`src/rtl/prbs_byte_scheduler_if.sv`:
```
// Handshake and control bundle between the burst controller, the PRBS byte
// scheduler and the UART TX byte input.
interface prbs_byte_scheduler_if #(
  parameter int CNT_W = 16
);
  logic             start;
  logic             abort;
  logic [CNT_W-1:0] burst_len;
  logic             seed_load;
  logic [7:0]       seed;
  logic [7:0]       tx_data;
  logic             tx_valid;
  logic             tx_ready;
  logic             busy;
  logic             done;
  logic [CNT_W-1:0] bytes_sent;

  modport master (
    output start, abort, burst_len, seed_load, seed, tx_ready,
    input  tx_data, tx_valid, busy, done, bytes_sent
  );

  modport slave (
    input  start, abort, burst_len, seed_load, seed, tx_ready,
    output tx_data, tx_valid, busy, done, bytes_sent
  );
endinterface

```
`src/rtl/prbs_byte_scheduler.sv`:
```
// Feeds bursts of PRBS bytes to the UART TX over valid/ready, with optional idle
// gaps between accepted bytes, an accepted-byte counter and a burst-done pulse.
module prbs_byte_scheduler #(
  parameter int         CNT_W      = 16,
  parameter int         GAP_CYCLES = 16,
  parameter logic [7:0] SEED       = 8'hFF
) (
  input  logic                  i_clk,
  input  logic                  i_rst_n,
  input  logic                  i_srst,
  prbs_byte_scheduler_if.slave  bus
);

  localparam int GAP_W = (GAP_CYCLES > 1) ? $clog2(GAP_CYCLES) : 1;
  // The gap counter is loaded with GAP_CYCLES-1 and the GAP state exits on zero.
  localparam logic [GAP_W-1:0] GAP_LOAD = GAP_W'((GAP_CYCLES > 0) ? (GAP_CYCLES - 1) : 0);

  typedef enum logic [1:0] {
    ST_IDLE = 2'd0,
    ST_SEND = 2'd1,
    ST_GAP  = 2'd2,
    ST_DONE = 2'd3
  } state_t;

  function automatic logic [7:0] prbs_step(input logic [7:0] p);
    return {p[6:0], p[7] ^ p[5] ^ p[4] ^ p[3]};
  endfunction

  function automatic logic [7:0] seed_fix(input logic [7:0] s);
    return (s == 8'h00) ? 8'hFF : s;
  endfunction

  state_t           r_state;
  logic [7:0]       r_prbs;
  logic [CNT_W-1:0] r_len;
  logic [CNT_W-1:0] r_bytes_sent;
  logic [GAP_W-1:0] r_gap_cnt;
  logic             r_tx_valid;
  logic             r_busy;
  logic             r_done;

  logic             w_hs;
  logic [CNT_W-1:0] w_sent_inc;

  assign w_hs       = r_tx_valid & bus.tx_ready;
  assign w_sent_inc = r_bytes_sent + CNT_W'(1);

  // Burst sequencer: state, PRBS register, counters and all registered outputs.
  always_ff @(posedge i_clk or negedge i_rst_n) begin
    if (!i_rst_n) begin
      r_state      <= ST_IDLE;
      r_prbs       <= SEED;
      r_len        <= '0;
      r_bytes_sent <= '0;
      r_gap_cnt    <= '0;
      r_tx_valid   <= 1'b0;
      r_busy       <= 1'b0;
      r_done       <= 1'b0;
    end else if (i_srst) begin
      r_state      <= ST_IDLE;
      r_prbs       <= SEED;
      r_len        <= '0;
      r_bytes_sent <= '0;
      r_gap_cnt    <= '0;
      r_tx_valid   <= 1'b0;
      r_busy       <= 1'b0;
      r_done       <= 1'b0;
    end else begin
      r_done <= 1'b0;
      case (r_state)
        ST_IDLE: begin
          r_tx_valid <= 1'b0;
          r_busy     <= 1'b0;
          if (bus.start) begin
            r_bytes_sent <= '0;
            if (bus.burst_len != '0) begin
              r_len      <= bus.burst_len;
              r_state    <= ST_SEND;
              r_tx_valid <= 1'b1;
              r_busy     <= 1'b1;
              if (bus.seed_load) begin
                r_prbs <= seed_fix(bus.seed);
              end else begin
                r_prbs <= r_prbs;
              end
            end else begin
              // Empty burst: report completion without ever offering a byte.
              r_done <= 1'b1;
            end
          end else begin
            r_state <= ST_IDLE;
          end
        end

        ST_SEND: begin
          if (w_hs) begin
            r_prbs       <= prbs_step(r_prbs);
            r_bytes_sent <= w_sent_inc;
          end else begin
            r_prbs <= r_prbs;
          end
          if (bus.abort) begin
            r_state    <= ST_IDLE;
            r_tx_valid <= 1'b0;
            r_busy     <= 1'b0;
          end else if (w_hs) begin
            if (w_sent_inc == r_len) begin
              r_state    <= ST_DONE;
              r_tx_valid <= 1'b0;
              r_done     <= 1'b1;
            end else if (GAP_CYCLES == 0) begin
              r_state    <= ST_SEND;
              r_tx_valid <= 1'b1;
            end else begin
              r_state    <= ST_GAP;
              r_tx_valid <= 1'b0;
              r_gap_cnt  <= GAP_LOAD;
            end
          end else begin
            r_state <= ST_SEND;
          end
        end

        ST_GAP: begin
          if (bus.abort) begin
            r_state    <= ST_IDLE;
            r_tx_valid <= 1'b0;
            r_busy     <= 1'b0;
          end else if (r_gap_cnt == '0) begin
            r_state    <= ST_SEND;
            r_tx_valid <= 1'b1;
          end else begin
            r_gap_cnt <= r_gap_cnt - GAP_W'(1);
          end
        end

        ST_DONE: begin
          r_state    <= ST_IDLE;
          r_tx_valid <= 1'b0;
          r_busy     <= 1'b0;
        end

        default: begin
          r_state    <= ST_IDLE;
          r_tx_valid <= 1'b0;
          r_busy     <= 1'b0;
        end
      endcase
    end
  end

  assign bus.tx_data    = r_prbs;
  assign bus.tx_valid   = r_tx_valid;
  assign bus.busy       = r_busy;
  assign bus.done       = r_done;
  assign bus.bytes_sent = r_bytes_sent;

endmodule
```
`src/flat_wrapper.sv`:
```
// flat-port wrapper written by rule: the top's interface ports become plain ports
module prbs_byte_scheduler_flat 
#(
  parameter int         CNT_W      = 16,
  parameter int         GAP_CYCLES = 16,
  parameter logic [7:0] SEED       = 8'hFF
)
  (i_clk, i_rst_n, i_srst, bus_start, bus_abort, bus_burst_len, bus_seed_load, bus_seed, bus_tx_ready, bus_tx_data, bus_tx_valid, bus_busy, bus_done, bus_bytes_sent);
  prbs_byte_scheduler_if #(.CNT_W(CNT_W)) bus_i ();
  input  logic i_clk;
  input  logic i_rst_n;
  input  logic i_srst;
  input wire logic [$bits(bus_i.start)-1:0] bus_start;
  input wire logic [$bits(bus_i.abort)-1:0] bus_abort;
  input wire logic [$bits(bus_i.burst_len)-1:0] bus_burst_len;
  input wire logic [$bits(bus_i.seed_load)-1:0] bus_seed_load;
  input wire logic [$bits(bus_i.seed)-1:0] bus_seed;
  input wire logic [$bits(bus_i.tx_ready)-1:0] bus_tx_ready;
  output wire logic [$bits(bus_i.tx_data)-1:0] bus_tx_data;
  output wire logic [$bits(bus_i.tx_valid)-1:0] bus_tx_valid;
  output wire logic [$bits(bus_i.busy)-1:0] bus_busy;
  output wire logic [$bits(bus_i.done)-1:0] bus_done;
  output wire logic [$bits(bus_i.bytes_sent)-1:0] bus_bytes_sent;
  assign bus_i.start = bus_start;
  assign bus_i.abort = bus_abort;
  assign bus_i.burst_len = bus_burst_len;
  assign bus_i.seed_load = bus_seed_load;
  assign bus_i.seed = bus_seed;
  assign bus_i.tx_ready = bus_tx_ready;
  assign bus_tx_data = bus_i.tx_data;
  assign bus_tx_valid = bus_i.tx_valid;
  assign bus_busy = bus_i.busy;
  assign bus_done = bus_i.done;
  assign bus_bytes_sent = bus_i.bytes_sent;
  prbs_byte_scheduler #(.CNT_W(CNT_W), .GAP_CYCLES(GAP_CYCLES), .SEED(SEED)) u_core (.i_clk(i_clk), .i_rst_n(i_rst_n), .i_srst(i_srst), .bus(bus_i));
endmodule
```
`config.mk`:
```
export PLATFORM = sky130hd
export DESIGN_NAME = prbs_byte_scheduler_flat
export DESIGN_NICKNAME = d
export VERILOG_FILES = /design/src/rtl/prbs_byte_scheduler_if.sv /design/src/rtl/prbs_byte_scheduler.sv /design/src/flat_wrapper.sv
export SDC_FILE = /design/constraint.sdc
export NUM_CORES = 1
export LEC_CHECK = 0
export CORE_MARGIN = 2
export CORE_UTILIZATION = 45
export CTS_CLUSTER_SIZE = 20
export DETAILED_ROUTE_END_ITERATION = 10
export DONT_BUFFER_PORTS = 1
export HOLD_SLACK_MARGIN = 0.1
export PLACE_DENSITY = 0.6
export SETUP_SLACK_MARGIN = 0.15
export SYNTH_ARGS = -nofsm -noshare
export SYNTH_HDL_FRONTEND = slang
export SYNTH_SLANG_ARGS = --single-unit
export TNS_END_PERCENT = 20
```
`constraint.sdc`:
```
create_clock -name i_clk -period 3.5 [get_ports i_clk]
set_input_delay 1.05 -clock i_clk [delete_from_list [all_inputs] [get_ports i_clk]]
set_output_delay 1.05 -clock i_clk [all_outputs]
set_load 0.05 [all_outputs]
```
==> metrics.cfg, run 1 <==
[status]
status=finished clean

[die]
fp.coreArea_um2=6390
dieHeight_um=85.5
ios=58
initial_utilization_pct=46.7
die_area_um2=7300
die_w_um=85.5
row_count=29

[layout]
synthToLayoutAreaGrowth_pct=9.09
num_antenna_cells=0
layout_commonest_cell=dfrtp_1
final_cell_mix=dfrtp_1 (41), o21ai_0 (33), nand2_1 (32)
drive_gt1_share_pct=12.2
finalNonFillerCells=414
fin_nets=373

[worst_setup_path]
crit_fanout=9
arrival_ns=3.14
worst_setup_path_start_kind=flop
cp.required_ns=3.71
ff2ff_path_depth=9
path_class=reg2reg
timing.rr.start=u_core.bus.bytes_sent[1]
r2r-end=u_core.r_gap_cnt[2]
r2r_setup_slack_ns=0.58
cp-end-kind=flop

[sta]
hold_viol_final=0
fin_skew_ns=0.00710
fin_hold_ws_ns=0.419
fin_crit_sh_pct=83.5
min_period_ns=2.92
rsz0062_at_grt=false
final_max_slew_viol_count=0
slew-limit-headroom_pct=56.9
fin_setup_tns_ns=0
worst_pin_slew_ns=0.647
finalSetupViolCount=0
fmax_ghz=0.342

[placement]
place_inst=406
routabilityCongestion=0.867
dpl.hpwl_mm=5.54
port_buffers=0

[yosys]
avgSynthCellArea_um2=9.07
synthCells=329
synth-edff-count=0
yosys_most_used_dff=dfrtp_1
ys_seq_elements=49
yosys_warnings=0
ys_seq_area_share_pct=41.4
synth_nets=366
yosys.cell_types.count=50
synth_area_um2=2990
async_flop_share_pct=100

[power]
clkPwrFrac_pct=34.0
peakVddDrop_uv=256
p_sw_share_pct=29.6
power.density_nw_per_um2=384
pwr-share-seq_pct=55.9
combPwrFrac_pct=10.1
p_int_w=0.000881
power.leakage_nw=1.36
p_sw_w=0.000371

[hold_path]
hold_class=in2async

[clocking]
insertion_delay_ns=0.31
cts_made_buffers=5
cts_tree=built
clock_path_buffers=2
clock_tree.root_cell=clkbuf_8
path_clk_slew_ns=0.10
ctsHoldBuffers=0
post_cts_buffers=0
cts_max_level=2
cts-resized-gates=0
cts_sinks=49

[global_routing]
grt_pass1_vias=2418
overflow=0
gr-usage-all-layers_pct=21.6
grt_pass1_wl_mm=12.4
antenna_found_initial=0
grt_max_degree=50

[flow_run]
max_cap_violations=0

[detailed_routing]
wire_per_inst_um=17.9
vias=2548
drt_pass1_iterations=4
drt_iter0_markers=185
ant_nets=0
wl_mm=7.41
viasPerCell=6.15
drc=0

critical path: stages, from the launching register on:
cell and delay (ns):
dfrtp_1 0.33, buf_4 0.22, ha_1 0.35, and2_1 0.31, nand4_1 0.21, xnor2_1 0.22
o2111ai_1 0.19, a2111oi_2 0.55, o22ai_1 0.16, a211oi_1 0.27
how the worst max path moves through the flow:
stage	from	cells past startpoint	endpoint
2_1_floorplan	u_core.bus.bytes_sent[0]	9	u_core.r_gap_cnt[0]
3_3_place_gp	u_core.bus.bytes_sent[10]	7	u_core.r_gap_cnt[2]
3_5_place_dp	u_core.bus.bytes_sent[1]	9	u_core.r_gap_cnt[2]
4_1_cts	u_core.bus.bytes_sent[1]	9	u_core.r_gap_cnt[2]
5_1_grt	u_core.bus.bytes_sent[10]	7	u_core.r_gap_cnt[2]
6_report	u_core.bus.bytes_sent[1]	9	u_core.r_gap_cnt[2]
per-stage QoR:
| stage | utilization, % | cell area [um2] | setup WS [ns] | power, W |
|---|---|---|---|---|
| 2_1_floorplan | - | 2990 | 0.645 | 0.000805 |
| 3_3_place_gp | 49.2 | 3140 | 0.689 | 0.000834 |
| 3_5_place_dp | 49.2 | 3140 | 0.600 | 0.000837 |
| 4_1_cts | 51.0 | 3260 | 0.596 | 0.00126 |
| 5_1_grt | 51.0 | 3260 | 0.325 | 0.00130 |
| 6_report | 51.0 | 3260 | 0.578 | 0.00125 |
power by group through the flow:
stage | Clock, W | Sequential, W | Combinational [W]
2_1_floorplan | 0 | 0.000701 | 0.000104
3_3_place_gp | 0 | 0.000710 | 0.000123
3_5_place_dp | 0 | 0.000711 | 0.000127
4_1_cts | 0.000432 | 0.000700 | 0.000127
5_1_grt | 0.000454 | 0.000706 | 0.000141
6_report | 0.000426 | 0.000700 | 0.000126
synth_stat cells (8+ instances only):
cell type,number,area [um2]
dfrtp_1,41,1030
o21ai_0,33,165
nand2_1,32,120
nor2_1,18,67.6
a22o_1,16,140
a21oi_1,15,75.1
xnor2_1,15,131
clkbuf_1,14,52.6
a211oi_1,10,75.1
nor3_1,10,50.1
o31ai_1,9,67.6
xor2_1,9,78.8
dfstp_2,8,210
inv_1,8,30.0
nand4_1,8,50.1
o22ai_1,8,50.1
area by class of cell:
| class | instances | area (um2) |
|---|---|---|
| well taps | 77 | 96.3 |
| flip-flops and latches | 49 | 1240 |
| clock buffers | 5 | 68.8 |
| fillers | 611 | 3130 |
| clock inverters | 3 | 46.3 |
| repair buffers | 18 | 135 |
| multi-input cells | 254 | 1640 |
| inverters | 8 | 30.0 |
sequential cells by signal (all words and copies together), names as in the netlist:
signal,count
u_core.r_gap_cnt,4
u_core.r_state,2
u_core.bus.busy,1
u_core.bus.tx_data,8
u_core.r_len,16
u_core.bus.tx_valid,1
u_core.bus.done,1
u_core.bus.bytes_sent,16
cell families (layout without fill, tap and decap cells):
group           Yosys count  in the layout  share of synthesized area [%]
xor+xnor                 24             24                           7.04
buf+inv                  26             34                           3.52
fa+ha+maj                 6              6                           2.51
simple gates            120            120                           22.3
compound gates          104            104                           23.2
flops                    49             49                           41.4
metal layers:
metal	track usage, %	routed length (um)	vias to the layer above
li1	-	-	1236
met1	31.6	3530	1215
met2	31.1	3200	88
met3	6.03	575	9
met4	6.20	106	0
met5	0	0	-
Note: power is estimated with default switching activity, not from simulation.
==> run 2: changes to the inputs <==
- clock period: 3.5 -> 3.05 ns (I/O delays scaled with it)
==> metrics.cfg, run 2 (synthesized netlist as in run 1, its figures left out) <==
[status]
status=finished clean  ; unchanged

[placement]
routabilityCongestion=0.856  ; was 0.867
place_worst_setup_slack_ns=0.269  ; was 0.600 ns
dpl.hpwl_mm=5.50  ; was 5.54 mm
port_buffers=0  ; unchanged
place_area_um2=3160  ; was 3140 um2

[global_routing]
gr-usage-all-layers_pct=21.3  ; was 21.6%
grtUsageMet3_pct=4.57  ; was 6.03%
grt_most_used_layer=met1  ; unchanged
use_met2_pct=30.3  ; was 31.1%
antenna_found_initial=0  ; unchanged
grt_max_degree=50  ; unchanged
grt.met1_usage_pct=32.5  ; was 31.6%
grt_pass1_vias=2391  ; was 2418
grt_pass1_wl_mm=12.3  ; was 12.4 mm
overflow=0  ; unchanged

[clocking]
clock_path_buffers=2  ; unchanged
clock_tree.root_cell=clkbuf_8  ; unchanged
cts_sinks=49  ; unchanged
path_clk_slew_ns=0.11  ; was 0.10 ns
cts_max_level=2  ; unchanged
cts_made_buffers=5  ; unchanged
cts_tree=built  ; unchanged
insertion_delay_ns=0.32  ; was 0.31 ns
post_cts_buffers=0  ; unchanged

[sta]
final_max_slew_viol_count=0  ; unchanged
min_period_ns=2.61  ; was 2.92 ns
finalSetupViolCount=0  ; unchanged
slew-limit-headroom_pct=57.6  ; was 56.9%
rsz0062_at_grt=false  ; unchanged
fin_skew_ns=0.00840  ; was 0.00710 ns
layout_setup_ws_ns=0.438  ; was 0.578 ns
fin_setup_tns_ns=0  ; unchanged
worst_pin_slew_ns=0.637  ; was 0.647 ns
fmax_ghz=0.383  ; was 0.342 GHz
hold_viol_final=0  ; unchanged
fin_crit_sh_pct=85.6  ; was 83.5%

[worst_setup_path]
arrival_ns=2.86  ; was 3.14 ns
timing.rr.start=u_core.bus.bytes_sent[1]  ; unchanged
path_class=reg2reg  ; unchanged
cp.required_ns=3.30  ; was 3.71 ns
cp-end-kind=flop  ; unchanged
crit_fanout=9  ; unchanged
worst_setup_path_start_kind=flop  ; unchanged
startpoint=u_core.bus.bytes_sent[1]  ; unchanged

[die]
die_w_um=85.5  ; unchanged
fp.coreArea_um2=6390  ; unchanged
row_count=29  ; unchanged
dieHeight_um=85.5  ; unchanged
initial_utilization_pct=46.7  ; unchanged
die_area_um2=7300  ; unchanged
ios=58  ; unchanged

[layout]
fin_util_pct=51.1  ; was 51.0%
drive_gt1_share_pct=14.5  ; was 12.2%
fin_nets=375  ; was 373
fin_area_um2=3260  ; about the same
n_fill_cell=623  ; was 611
layout_commonest_cell=dfrtp_1  ; unchanged
synthToLayoutAreaGrowth_pct=9.30  ; was 9.09%
final_cell_mix=dfrtp_1 (38), o21ai_0 (33), nand2_1 (32)  ; was dfrtp_1 (41), o21ai_0 (33), nand2_1 (32)
num_antenna_cells=0  ; unchanged

[power]
combPwrFrac_pct=10.9  ; was 10.1%
peakVddDrop_uv=367  ; was 256 uV
clkPwrFrac_pct=31.3  ; was 34.0%
p_int_w=0.000940  ; was 0.000881 W
power.leakage_nw=1.36  ; about the same
p_sw_share_pct=31.9  ; was 29.6%
pwr-share-seq_pct=57.9  ; was 55.9%
power.density_nw_per_um2=423  ; was 384 nW/um2
p_sw_w=0.000441  ; was 0.000371 W

[detailed_routing]
drc=0  ; unchanged
vias=2572  ; was 2548
wl_mm=7.41  ; about the same
drt_pass1_iterations=4  ; unchanged
ant_nets=0  ; unchanged
wire_per_inst_um=17.8  ; was 17.9 um
drt_iter0_markers=165  ; was 185
viasPerCell=6.18  ; was 6.15

[hold_path]
hold_class=in2async  ; unchanged

[flow_run]
max_cap_violations=0  ; unchanged

-- run 2: changes by cell type in the layout (fill, tap and decap cells not counted), sizes merged --
cell,previous run,this run
clkinv,1,0
bufinv,1,0
clkinvlp,1,0
inv,8,11
buf,18,20
-- run 2: power by group through the flow --
stage / sequential (W) / combinational, W / clock [W]
6_report: 0.000799 / 0.000150 / 0.000432
5_1_grt: 0.000806 / 0.000167 / 0.000470
2_1_floorplan: 0.000804 / 0.000120 / 0
3_3_place_gp: 0.000812 / 0.000147 / 0
4_1_cts: 0.000800 / 0.000150 / 0.000442
3_5_place_dp: 0.000811 / 0.000150 / 0
-- run 2: worst paths after layout --
path                                                   to  slack (ns)  depth (start not counted)
worst max-delay path                      u_core.bus.done        0.44                          8
worst min register to register          u_core.r_state[1]        0.53                          2
worst min-delay path            u_core.bus.bytes_sent[10]        0.28                          0
worst max register to register            u_core.bus.done        0.44                          8
max in group asynchronous           u_core.bus.tx_data[6]        2.58                          0
min in group i_clk                      u_core.r_state[1]        0.53                          2
-- run 2: critical path, cell delays in order (launching register included) --
cell and delay [ns]:
dfrtp_1 0.44, ha_2 0.30, and2_2 0.24, nand4_1 0.16, xnor2_1 0.21, o2111ai_1 0.22
a2111o_1 0.52, o32a_1 0.36, nor2_1 0.09
-- run 2: timing repair --
item / 4_1_cts / 5_1_grt
hold buffers: 0 / 0
endpoints found under the setup margin: 0 / 6
resized for setup: 0 / 6
-- run 2: stage by stage --
step	power [W]	cells	hold slack [ns]
3_3_place_gp	0.000959	408	0.497
5_1_grt	0.00144	416	0.262
2_1_floorplan	0.000924	329	0.475
6_report	0.00138	416	0.279
4_1_cts	0.00139	416	0.268
3_5_place_dp	0.000961	408	0.506
-- run 2: final cells by class --
| type | count | area (um2) | share of cell area [%] |
|---|---|---|---|
| clock buffers | 5 | 68.8 | 2.11 |
| clock inverters | 3 | 28.8 | 0.882 |
| inverters | 8 | 30.0 | 0.920 |
| multi-input cells | 254 | 1650 | 50.5 |
| flip-flops and latches | 49 | 1240 | 38.0 |
| well taps | 77 | 96.3 | 2.95 |
| repair buffers | 20 | 150 | 4.60 |
-- run 2: per-layer routing --
metal	vias to the layer above	share of wire, %
li1	1250	-
met1	1230	50
met2	80	42
met3	12	6.0
met4	0	1.9
met5	-	0
